$ cat src/rtl/dmem_arbiter.sv
// Round-robin arbiter sharing the single-port data memory between two requesters.
// Optional misalignment check enabled by defining DMEM_ARB_ALIGN_CHECK_EN.
module dmem_arbiter #(
  parameter int DATA_WIDTH = 32
) (
  input  logic                  clk,
  input  logic                  reset,
  input  logic                  m0_req,
  input  logic                  m0_we,
  input  logic [1:0]            m0_maskmode,
  input  logic                  m0_sext,
  input  logic [DATA_WIDTH-1:0] m0_addr,
  input  logic [DATA_WIDTH-1:0] m0_wdata,
  output logic                  m0_gnt,
  output logic                  m0_rvalid,
  input  logic                  m1_req,
  input  logic                  m1_we,
  input  logic [1:0]            m1_maskmode,
  input  logic                  m1_sext,
  input  logic [DATA_WIDTH-1:0] m1_addr,
  input  logic [DATA_WIDTH-1:0] m1_wdata,
  output logic                  m1_gnt,
  output logic                  m1_rvalid,
  output logic [DATA_WIDTH-1:0] rsp_rdata,
  output logic                  rsp_err,
  output logic                  mem_write,
  output logic                  mem_read,
  output logic [1:0]            mem_maskmode,
  output logic                  mem_sext,
  output logic [DATA_WIDTH-1:0] mem_address,
  output logic [DATA_WIDTH-1:0] mem_write_data,
  input  logic [DATA_WIDTH-1:0] mem_read_data
);

  typedef enum logic [1:0] {
    IDLE   = 2'd0,
    ACCESS = 2'd1,
    RESP   = 2'd2
  } state_t;

  state_t                r_state;
  logic                  r_last_grant;
  logic                  r_port;
  logic                  r_we;
  logic [1:0]            r_mask;
  logic                  r_sext;
  logic                  r_err;
  logic [DATA_WIDTH-1:0] r_addr;
  logic [DATA_WIDTH-1:0] r_wdata;
  logic [DATA_WIDTH-1:0] r_rdata;
  logic                  r_rsp_err;

  logic                  w_accept;
  logic                  w_sel;
  logic                  w_sel_we;
  logic [1:0]            w_sel_mask;
  logic                  w_sel_sext;
  logic                  w_sel_err;
  logic [DATA_WIDTH-1:0] w_sel_addr;
  logic [DATA_WIDTH-1:0] w_sel_wdata;

  // On a tie the port that did not win last time is served.
  always_comb begin
    w_accept    = (m0_req | m1_req) & (r_state != ACCESS) & ~reset;
    w_sel       = (m0_req & m1_req) ? ~r_last_grant : m1_req;
    w_sel_we    = w_sel ? m1_we       : m0_we;
    w_sel_mask  = w_sel ? m1_maskmode : m0_maskmode;
    w_sel_sext  = w_sel ? m1_sext     : m0_sext;
    w_sel_addr  = w_sel ? m1_addr     : m0_addr;
    w_sel_wdata = w_sel ? m1_wdata    : m0_wdata;
  end

`ifdef DMEM_ARB_ALIGN_CHECK_EN
  always_comb begin
    case (w_sel_mask)
      2'b00:   w_sel_err = 1'b0;
      2'b01:   w_sel_err = w_sel_addr[0];
      default: w_sel_err = |w_sel_addr[1:0];
    endcase
  end
`else
  assign w_sel_err = 1'b0;
`endif

  always_ff @(posedge clk) begin
    if (reset) begin
      r_state      <= IDLE;
      r_last_grant <= 1'b1;
      r_port       <= 1'b0;
      r_we         <= 1'b0;
      r_mask       <= '0;
      r_sext       <= 1'b0;
      r_err        <= 1'b0;
      r_addr       <= '0;
      r_wdata      <= '0;
      r_rdata      <= '0;
      r_rsp_err    <= 1'b0;
    end else begin
      case (r_state)
        IDLE, RESP: begin
          if (w_accept) begin
            r_port       <= w_sel;
            r_last_grant <= w_sel;
            r_we         <= w_sel_we;
            r_mask       <= w_sel_mask;
            r_sext       <= w_sel_sext;
            r_err        <= w_sel_err;
            r_addr       <= w_sel_addr;
            r_wdata      <= w_sel_wdata;
            r_state      <= ACCESS;
          end else begin
            r_state <= IDLE;
          end
        end
        ACCESS: begin
          r_rdata   <= (~r_we & ~r_err) ? mem_read_data : '0;
          r_rsp_err <= r_err;
          r_state   <= RESP;
        end
        default: r_state <= IDLE;
      endcase
    end
  end

  assign m0_gnt         = w_accept & ~w_sel;
  assign m1_gnt         = w_accept & w_sel;
  assign m0_rvalid      = (r_state == RESP) & ~r_port;
  assign m1_rvalid      = (r_state == RESP) & r_port;
  assign rsp_rdata      = r_rdata;
  assign rsp_err        = r_rsp_err;
  // Write gated by reset so a reset during ACCESS suppresses the negedge write.
  assign mem_write      = (r_state == ACCESS) & r_we & ~reset & ~r_err;
  assign mem_read       = (r_state == ACCESS) & ~r_we;
  assign mem_maskmode   = r_mask;
  assign mem_sext       = r_sext;
  assign mem_address    = r_addr;
  assign mem_write_data = r_wdata;

endmodule

$ cat config.mk
export PLATFORM = sky130hd
export DESIGN_NAME = dmem_arbiter
export DESIGN_NICKNAME = d
export VERILOG_FILES = /design/src/rtl/dmem_arbiter.sv
export SDC_FILE = /design/constraint.sdc
export NUM_CORES = 1
export LEC_CHECK = 0
export ABC_AREA = 1
export CAP_MARGIN = 15
export CORE_MARGIN = 2
export CORE_UTILIZATION = 33
export DETAILED_ROUTE_END_ITERATION = 8
export PLACE_DENSITY = 0.76
export SLEW_MARGIN = 40
export SYNTH_ARGS = -nofsm -noshare
export SYNTH_HDL_FRONTEND = slang
export SYNTH_SLANG_ARGS = --single-unit
$ cat constraint.sdc
create_clock -name clk -period 1 [get_ports clk]
set_input_delay 0.1 -clock clk [delete_from_list [all_inputs] [get_ports clk]]
set_output_delay 0.1 -clock clk [all_outputs]
set_load 0.005 [all_outputs]
==> out/metrics.yaml, run 1 <==
status:
  outcome: "complete, but fails checks"
  violations: "negative setup slack"
power:
  internal_power_mw: 8.86
  clkPwrFrac_pct: 30.4
  combPwrFrac_pct: 31.0
  p_leak_nw: 4.52
  pwr-share-seq_pct: 38.6
  power_density_nw_per_um2: 1330
  switchingPower_mw: 3.54
  sw_frac_of_total_pct: 28.6
  finalPower_mw: 12.4
  vdd_drop_max_v: 0.000739
sta:
  drv_slew: 0
  fin_ws_ns: -0.317
  period_share_pct: 132
  period_minus_slack_ns: 1.32
  finalSetupViolations: 109
  finClkSkew_ns: 0.00685
  rsz0062_at_grt: "true"
  whs_ns: 0.307
  hold_viol: 0
  tns_ns: -24.62
  clock.fmax_ghz: 0.759
worst_setup_path:
  cp.arrival_ns: 1.22
  critPathMaxStageDelay_ns: 0.34
  critPathLaunchType: "flop"
  reg2reg_from: "r_state[0]$_SDFF_PP0_"
  crit_fanout: 3
  critPathBufInv: 2
  r2r_slack_ns: -0.31
  cp-end-kind: "primary output"
  cp_slowest_cell: "dfxtp_2"
  worstSetupPathType: "reg2out"
  critPathTopFamily: "flip-flops"
  startpoint: "r_last_grant$_SDFFE_PP1P_"
  r2r_cells: 6
  timing.rr.end: "rsp_rdata[28]$_SDFFE_PP0N_"
  required_ns: 0.90
  crit_chain: "nand2_2 -> nand2_4 -> inv_2 -> nor2_1 -> clkdlybuf4s15_2"
clock_network:
  cts_buffers: 9
  clockBufferDepth: 2
  cts_tree: "done"
  clk_latency_ns: 0.35
  cts_hold_buf: 0
  cts_sinks: 104
  cts_root_buf: "clkbuf_16"
  htreeDepth: 3
  clkTransAtPathRegs_ns: 0.07
yosys:
  synth_area_leaders: "dfxtp_1 (47%), nand2_1 (34%), nand3_1 (7.7%), a21oi_1 (3.7%), buf_2 (2.8%)"
  synth_area_sq_um: 4460
  synthTopCellsByCount: "nand2_1 (409), dfxtp_1 (104), nand3_1 (69)"
  avgSynthCellArea_sq_um: 6.55
  synth_top_area_share_pct: 46.6
  syn_inst: 682
  ys_types: 20
  seq_area_frac_synth_pct: 46.6
  synthArstFlopShare_pct: 0
  synth_top_area_cell: "dfxtp_1"
  synth_nets: 854
  synth_warnings: 0
  synth_seq_cells: 104
  synth_edf_count: 0
  synth-main-ff-cell: "dfxtp_1"
  yosysMostFrequentCell: "nand2_1"
die:
  fp.dieW_um: 120
  rows: 42
  die_height_um: 120
  dieArea_sq_um: 14500
  core_region_area_sq_um: 13200
  io_pins: 278
  start_util_pct: 33.7
layout:
  post-route-cell-area_sq_um: 9350
  antenna-diode-count: 0
  nNetsFinal: 1172
  drive_gt1_share_pct: 50.4
  area_growth_pct: 109
  finalCoreUtilization_pct: 70.6
  final_cells: 1181
grt:
  grt_usage_pct: 24.8
  grt_pass1_vias: 5527
  antenna_found_initial: 0
  grt_max_degree: 56
  grt_pass1_wl_um: 27800
  overflow: 0
drt:
  drt_first_iter_violations: 269
  wl_met3_um: 1440
  totalWireLength_um: 20200
  vias: 5718
  drtAntennaViolNets: 0
  highest_layer: "met4"
  via_per_inst: 4.84
  dr.pass1.iters: 4
  wirelength_met1_um: 7540
  dr_wl_met2_um: 10500
  drc_errors: 0
  wl_per_cell_um: 17.1
hold_path:
  hold_path_end: "rsp_rdata[9]$_SDFFE_PP0N_"
  min_path_type: "in2reg"
  hold_start: "mem_read_data[9]"
  min_path_cells: 3
placed_design:
  port_buffers: 276
  dpl_cell_area_sq_um: 7600
  finalWeightedCongestion: 0.811
  pre_cts_ws_ns: -0.639
  dp_hpwl_um: 11500
  dp_cells: 1124
flow_run:
  maxCapViolations: 0
[timing repair]
| item | CTS | global route |
|---|---|---|
| gates cloned | 15 | 8 |
| pin swaps | 39 | 96 |
| gates resized for setup | 487 | 313 |
| setup buffers | 19 | 7 |
| endpoints found under the setup margin | 208 | 179 |
[placed cells by master (no fill, tap or decap), types with 22 or more instances in the layout]
master           Yosys  final
buf_12               0     23
buf_2               25     57
buf_4                3     22
clkbuf_2             0     33
clkdlybuf4s50_1      0    169
dfxtp_2              0     91
nand2_1            409    216
nand2_2              2    134
nand2_4              0     61
nand3_1             69     68
[cell type report]
class / instances / area (sq um)
clock buffers: 11 / 233
clock inverters: 5 / 81.3
fillers: 1020 / 3890
inverters: 7 / 36.3
multi-input cells: 525 / 3000
flip-flops and latches: 104 / 2200
well taps: 176 / 220
repair buffers: 353 / 3580
[power by group through the flow]
stage	Combinational [mW]	Sequential [mW]	Clock, mW
2_1_floorplan	0.970	4.82	0
3_3_place_gp	2.83	4.79	0
3_5_place_dp	2.85	4.80	0
4_1_cts	3.36	4.77	3.82
5_1_grt	4.10	4.83	4.03
6_report	3.85	4.79	3.77
[flip-flops by register name, summed over array words and instances (netlist names)]
register / flops
rsp_rdata: 32
mem_address: 32
mem_maskmode: 2
r_port: 1
r_state: 2
mem_write_data: 32
mem_sext: 1
r_we: 1
r_last_grant: 1
[cell families after synthesis]
logic type             synth area share (%)
buffers and inverters                  5.75
AND/OR/NAND/NOR                        43.7
other                                0.0840
AO/OA/AOI/OAI                          3.81
flip-flops                             46.6
[routing by layer]
layer  track usage (%)  up-vias
li1                  -     2755
met5                 0        -
met3              6.70       49
met2              44.7      262
met1              26.6     2652
met4              12.0        0
[worst max path at each step]
stage / endpoint / cells after the start
finish: m0_gnt / 5
global route: m0_gnt / 5
detailed placement: m0_gnt / 6
CTS: m0_gnt / 5
global placement: m1_gnt / 6
floorplan: rsp_rdata[10]$_SDFFE_PP0N_ / 6
[tightest hold or removal path, cell delays in order]
cell	delay, ns
clkdlybuf4s50_1	0.39
nand2_1	0.08
a21oi_2	0.05
No activity file was read; power rests on OpenSTA's default activity.
==> run 2, diff against run 1 <==
--- a/config.mk
+++ b/config.mk
@@ -10,7 +10,9 @@
 export CORE_MARGIN = 2
 export CORE_UTILIZATION = 33
 export DETAILED_ROUTE_END_ITERATION = 8
+export HOLD_SLACK_MARGIN = 0.03
 export PLACE_DENSITY = 0.76
+export RECOVER_POWER = 50
 export SLEW_MARGIN = 40
 export SYNTH_ARGS = -nofsm -noshare
 export SYNTH_HDL_FRONTEND = slang
==> out/metrics.yaml, run 2 (synthesized netlist as in run 1, its figures left out) <==
worst_setup_path:
  critPathLaunchType: "flop"
  required_ns: 0.90  # about the same
  cp_slowest_cell: "dfxtp_2"
  reg2reg_from: "r_state[0]$_SDFF_PP0_"
  timing.rr.end: "rsp_rdata[28]$_SDFFE_PP0N_"
  r2r_slack_ns: -0.31  # about the same
  crit_chain: "nand2_2 -> nand2_4 -> inv_2 -> nor2_1 -> clkdlybuf4s15_2"
  worstSetupPathType: "reg2out"
  crit_fanout: 3  # unchanged
  cp.arrival_ns: 1.22  # about the same
  cp-end-kind: "primary output"
  r2r_cells: 6  # unchanged
  startpoint: "r_last_grant$_SDFFE_PP1P_"
  critPathMaxStageDelay_ns: 0.34  # about the same
clock_network:
  cts_hold_buf: 0  # unchanged
  htreeDepth: 3  # unchanged
  clkTransAtPathRegs_ns: 0.07  # about the same
  cts_sinks: 104  # unchanged
  cts_buffers: 9  # unchanged
  clockBufferDepth: 2  # unchanged
  cts_root_buf: "clkbuf_16"
  cts_tree: "done"
  clk_latency_ns: 0.35  # about the same
hold_path:
  min_path_type: "in2reg"
  min_path_cells: 3  # unchanged
  hold_start: "mem_read_data[9]"
  hold_path_end: "rsp_rdata[9]$_SDFFE_PP0N_"
placed_design:
  finalWeightedCongestion: 0.811  # unchanged
  dpl_cell_area_sq_um: 7600  # unchanged
  port_buffers: 276  # unchanged
  dp_cells: 1124  # unchanged
  dp_hpwl_um: 11500  # unchanged
layout:
  post-route-cell-area_sq_um: 9290  # -0.58%
  final_cells: 1181  # unchanged
  area_growth_pct: 108
  mostFrequentLayoutCell: "nand2_1"
  drive_gt1_share_pct: 46.2  # -4.3 points
  nNetsFinal: 1172  # unchanged
  antenna-diode-count: 0  # unchanged
  layout_common_cells: "nand2_1 (216), clkdlybuf4s50_1 (169), nand2_2 (134)"
drt:
  drc_errors: 0  # unchanged
  drtAntennaViolNets: 0  # unchanged
  dr.pass1.iters: 5  # +1
  vias: 5716  # -0.035%
  drt_first_iter_violations: 269  # unchanged
  via_per_inst: 4.84  # about the same
  totalWireLength_um: 20200  # -0.10%
  wl_per_cell_um: 17.1  # -0.10%
grt:
  antenna_found_initial: 0  # unchanged
  grt_max_degree: 56  # unchanged
  grt_usage_pct: 24.8  # unchanged
  grt_pass1_wl_um: 27800  # unchanged
  grt_pass1_vias: 5527  # unchanged
  overflow: 0  # unchanged
sta:
  rsz0062_at_grt: "true"
  fin_ws_ns: -0.317  # -0.000348 ns
  clock.fmax_ghz: 0.759  # about the same
  hold_viol: 0  # unchanged
  tns_ns: -24.54  # +0.0855 ns
  drv_slew: 0  # unchanged
  finalSetupViolations: 109  # unchanged
  period_share_pct: 132  # about the same
  period_minus_slack_ns: 1.32  # +0.000348 ns
  finClkSkew_ns: 0.00688  # +0.0000371 ns
status:
  violations: "negative setup slack"
  outcome: "complete, but fails checks"
die:
  die_height_um: 120  # unchanged
  dieArea_sq_um: 14500  # unchanged
  start_util_pct: 33.7  # unchanged
  fp.dieW_um: 120  # unchanged
  core_region_area_sq_um: 13200  # unchanged
  io_pins: 278  # unchanged
  rows: 42  # unchanged
flow_run:
  maxCapViolations: 0  # unchanged
power:
  power_density_nw_per_um2: 1330  # +0.29%
  p_leak_nw: 4.49  # -0.52%
  vdd_drop_max_v: 0.000739  # about the same
-- run 2: stage by stage --
| stage | hold WS (ns) | util [%] | total power [mW] | worst slack, ns |
|---|---|---|---|---|
| detailed placement | 0.456 | 57.4 | 7.65 | -0.639 |
| CTS | 0.285 | 66.6 | 12.0 | -0.329 |
| floorplan | 0.243 | - | 5.79 | -0.00676 |
| global placement | 0.450 | 57.4 | 7.62 | -0.608 |
| global route | 0.316 | 70.2 | 12.9 | -0.371 |
| finish | 0.314 | 70.2 | 12.4 | -0.317 |
-- run 2: critical path: cells and delay by family (launching register included) --
kind                   cells  cell delay [ns]
buffers and inverters      2             0.26
AND/OR/NAND/NOR            3             0.25
flip-flops                 1             0.34
-- run 2: worst max-delay path by stage --
stage                                 endpoint  depth (start not counted)
global route                            m0_gnt                          5
CTS                                     m0_gnt                          5
detailed placement                      m0_gnt                          6
finish                                  m0_gnt                          5
floorplan           rsp_rdata[10]$_SDFFE_PP0N_                          6
global placement                        m1_gnt                          6
-- run 2: power by group --
part	total [mW]	switching, mW	internal (mW)
combinational	3.85	1.76	2.08
sequential	4.76	0.208	4.56
clock	3.76	1.57	2.20
-- run 2: routing by layer --
metal / GRT usage, % / part of all wire [%]
met4: 12.0 / 3.4
met5: 0 / 0
met1: 26.6 / 37
met3: 6.70 / 7.1
met2: 44.7 / 52
-- run 2: final cells by class --
type	instances	area, sq um
clock buffers	11	233
clock inverters	5	81.3
fillers	1050	3950
inverters	7	36.3
multi-input cells	525	3000
flip-flops and latches	104	2150
well taps	176	220
repair buffers	353	3580
-- run 2: repair_timing --
action,4_1_cts,5_1_grt
setup buffers,19,7
gates cloned,15,8
pin swaps,39,96
resized for setup,487,313
endpoints found under the setup margin,208,179
==> run 3, diff against run 2 <==
--- a/config.mk
+++ b/config.mk
@@ -7,6 +7,7 @@
 export LEC_CHECK = 0
 export ABC_AREA = 1
 export CAP_MARGIN = 15
+export CORE_ASPECT_RATIO = 0.9
 export CORE_MARGIN = 2
 export CORE_UTILIZATION = 33
 export DETAILED_ROUTE_END_ITERATION = 8
==> out/metrics.yaml, run 3 (synthesized netlist as in run 1, its figures left out) <==
status:
  outcome: "complete, but fails checks"
  violations: "negative setup slack"
drt:
  drt_first_iter_violations: 304  # +13%
  vias: 5895  # +3.1%
  via_per_inst: 4.90  # +1.2%
  dr.pass1.iters: 4  # -1
  totalWireLength_um: 21400  # +6.3%
  drtAntennaViolNets: 0  # unchanged
  wl_per_cell_um: 17.8  # +4.3%
  drc_errors: 0  # unchanged
hold_path:
  min_path_type: "in2reg"
  min_path_cells: 3  # unchanged
layout:
  antenna-diode-count: 0  # unchanged
  final_cells: 1204  # +1.9%
  area_growth_pct: 114
  drive_gt1_share_pct: 46.4  # +0.26 points
  layout_common_cells: "nand2_1 (302), clkdlybuf4s50_1 (170), dfxtp_2 (86)"
  mostFrequentLayoutCell: "nand2_1"
  nNetsFinal: 1203  # +2.6%
placed_design:
  dp_hpwl_um: 10900  # -4.7%
  finalWeightedCongestion: 0.797  # -1.7%
  dp_cells: 1115  # -0.80%
  port_buffers: 276  # unchanged
  pre_cts_ws_ns: -0.630  # +0.00940 ns
worst_setup_path:
  reg2reg_from: "r_state[0]$_SDFF_PP0_"
  r2r_slack_ns: -0.35  # -0.04 ns
  r2r_cells: 9  # +3
  timing.rr.end: "mem_write_data[15]$_SDFFE_PP0P_"
  crit_end: "mem_write"
  crit_fanout: 4  # +1
  startpoint: "r_state[1]$_SDFF_PP0_"
  worstSetupPathType: "reg2out"
  cp.arrival_ns: 1.27  # +0.05 ns
  cp-end-kind: "primary output"
  required_ns: 0.90  # about the same
  critPathLaunchType: "flop"
sta:
  fin_ws_ns: -0.366  # -0.0490 ns
  finalSetupViolations: 109  # unchanged
  tns_ns: -31.41  # -6.87 ns
  clock.fmax_ghz: 0.732  # -3.6%
  hold_viol: 0  # unchanged
  rsz0062_at_grt: "true"
  finClkSkew_ns: 0.00879  # +0.00191 ns
  drv_slew: 0  # unchanged
  period_share_pct: 137  # +4.9 points
  period_minus_slack_ns: 1.37  # +0.0490 ns
power:
  vdd_drop_max_v: 0.000921  # +25%
  p_leak_nw: 4.73  # +5.3%
  power_density_nw_per_um2: 1310  # -1.3%
clock_network:
  cts_buffers: 9  # unchanged
  htreeDepth: 3  # unchanged
  clockBufferDepth: 2  # unchanged
  cts_hold_buf: 0  # unchanged
  clkTransAtPathRegs_ns: 0.08  # about the same
  cts_root_buf: "clkbuf_16"
  cts_sinks: 104  # unchanged
  clk_latency_ns: 0.35  # about the same
  cts_tree: "done"
grt:
  overflow: 0  # unchanged
  use_met2_pct: 49.6  # +4.8 points
  grt_usage_pct: 28.4  # +3.7 points
  use_met3_pct: 8.69  # +2.0 points
  antenna_found_initial: 0  # unchanged
  top_usage_layer: "met2"
  grt_pass1_vias: 5887  # +6.5%
  grt_max_degree: 35  # -38%
  grt_pass1_wl_um: 31500  # +13%
  grt_util_met1_pct: 31.4  # +4.8 points
die:
  fp.dieW_um: 127  # +5.2%
  die_height_um: 114  # -5.0%
  start_util_pct: 33.7  # -0.051 points
  io_pins: 278  # unchanged
  dieArea_sq_um: 14500  # about the same
  rows: 40  # -4.8%
  core_region_area_sq_um: 13300  # +0.15%
flow_run:
  maxCapViolations: 0  # unchanged
-- run 3: changes by cell type in the layout (fill, tap and decap cells not counted), moves of 19 or more --
cell and change:
dfxtp_1 -35, buf_4 +19, nand2_4 -21, nand2_2 -65
nand2_1 +86, dfxtp_2 +36
-- run 3: timing repair --
item	CTS	global route
pin swaps	67	44
buffers inserted	31	16
gates cloned	30	1
resized for setup	594	150
setup endpoints to repair	208	168
-- run 3: per-layer routing --
metal	wire length, um	vias to the layer above
li1	-	2828
met1	8230	2694
met2	10400	302
met3	1810	71
met4	953	0
met5	0	-
-- run 3: metrics by stage --
step	hold WS (ns)	total power [mW]	area (sq um)	util (%)
6_report	0.285	12.6	9570	72.2
5_1_grt	0.279	13.1	9570	72.2
4_1_cts	0.275	12.5	9540	71.9
3_5_place_dp	0.453	7.62	7580	57.2
3_3_place_gp	0.450	7.59	7580	57.2
2_1_floorplan	0.243	5.79	4480	-
-- run 3: worst max-delay path, cell delays in order (launching register included) --
cell and delay (ns):
dfxtp_2 0.33, inv_2 0.07, nand2_4 0.07, buf_6 0.12
nor3b_2 0.17, buf_2 0.14
-- run 3: layout make-up --
type,instances,area (sq um)
timing repair buffer,384,4010
fill,961,3690
multi-input combinational,525,2800
sequential,104,2190
clock buffer,10,239
tap,168,210
clock inverter,6,72.6
inverter,7,41.3
-- run 3: worst min-delay path by stage --
stage                          startpoint                         end  slack, ns
6_report                mem_read_data[30]  rsp_rdata[30]$_SDFFE_PP0N_       0.28
5_1_grt                 mem_read_data[30]  rsp_rdata[30]$_SDFFE_PP0N_       0.28
4_1_cts                 mem_read_data[23]  rsp_rdata[23]$_SDFFE_PP0N_       0.27
3_5_place_dp   rsp_rdata[14]$_SDFFE_PP0N_  rsp_rdata[14]$_SDFFE_PP0N_       0.45
3_3_place_gp   rsp_rdata[15]$_SDFFE_PP0N_  rsp_rdata[15]$_SDFFE_PP0N_       0.45
2_1_floorplan            mem_read_data[0]   rsp_rdata[0]$_SDFFE_PP0N_       0.24
-- run 3: where the power goes --
part / leakage (nW) / total, mW / switching, mW / internal [mW]
Combinational: 3.69 / 4.05 / 1.79 / 2.27
Sequential: 0.888 / 4.79 / 0.210 / 4.58
Clock: 0.150 / 3.74 / 1.69 / 2.04
Total: 4.73 / 12.6 / 3.69 / 8.89
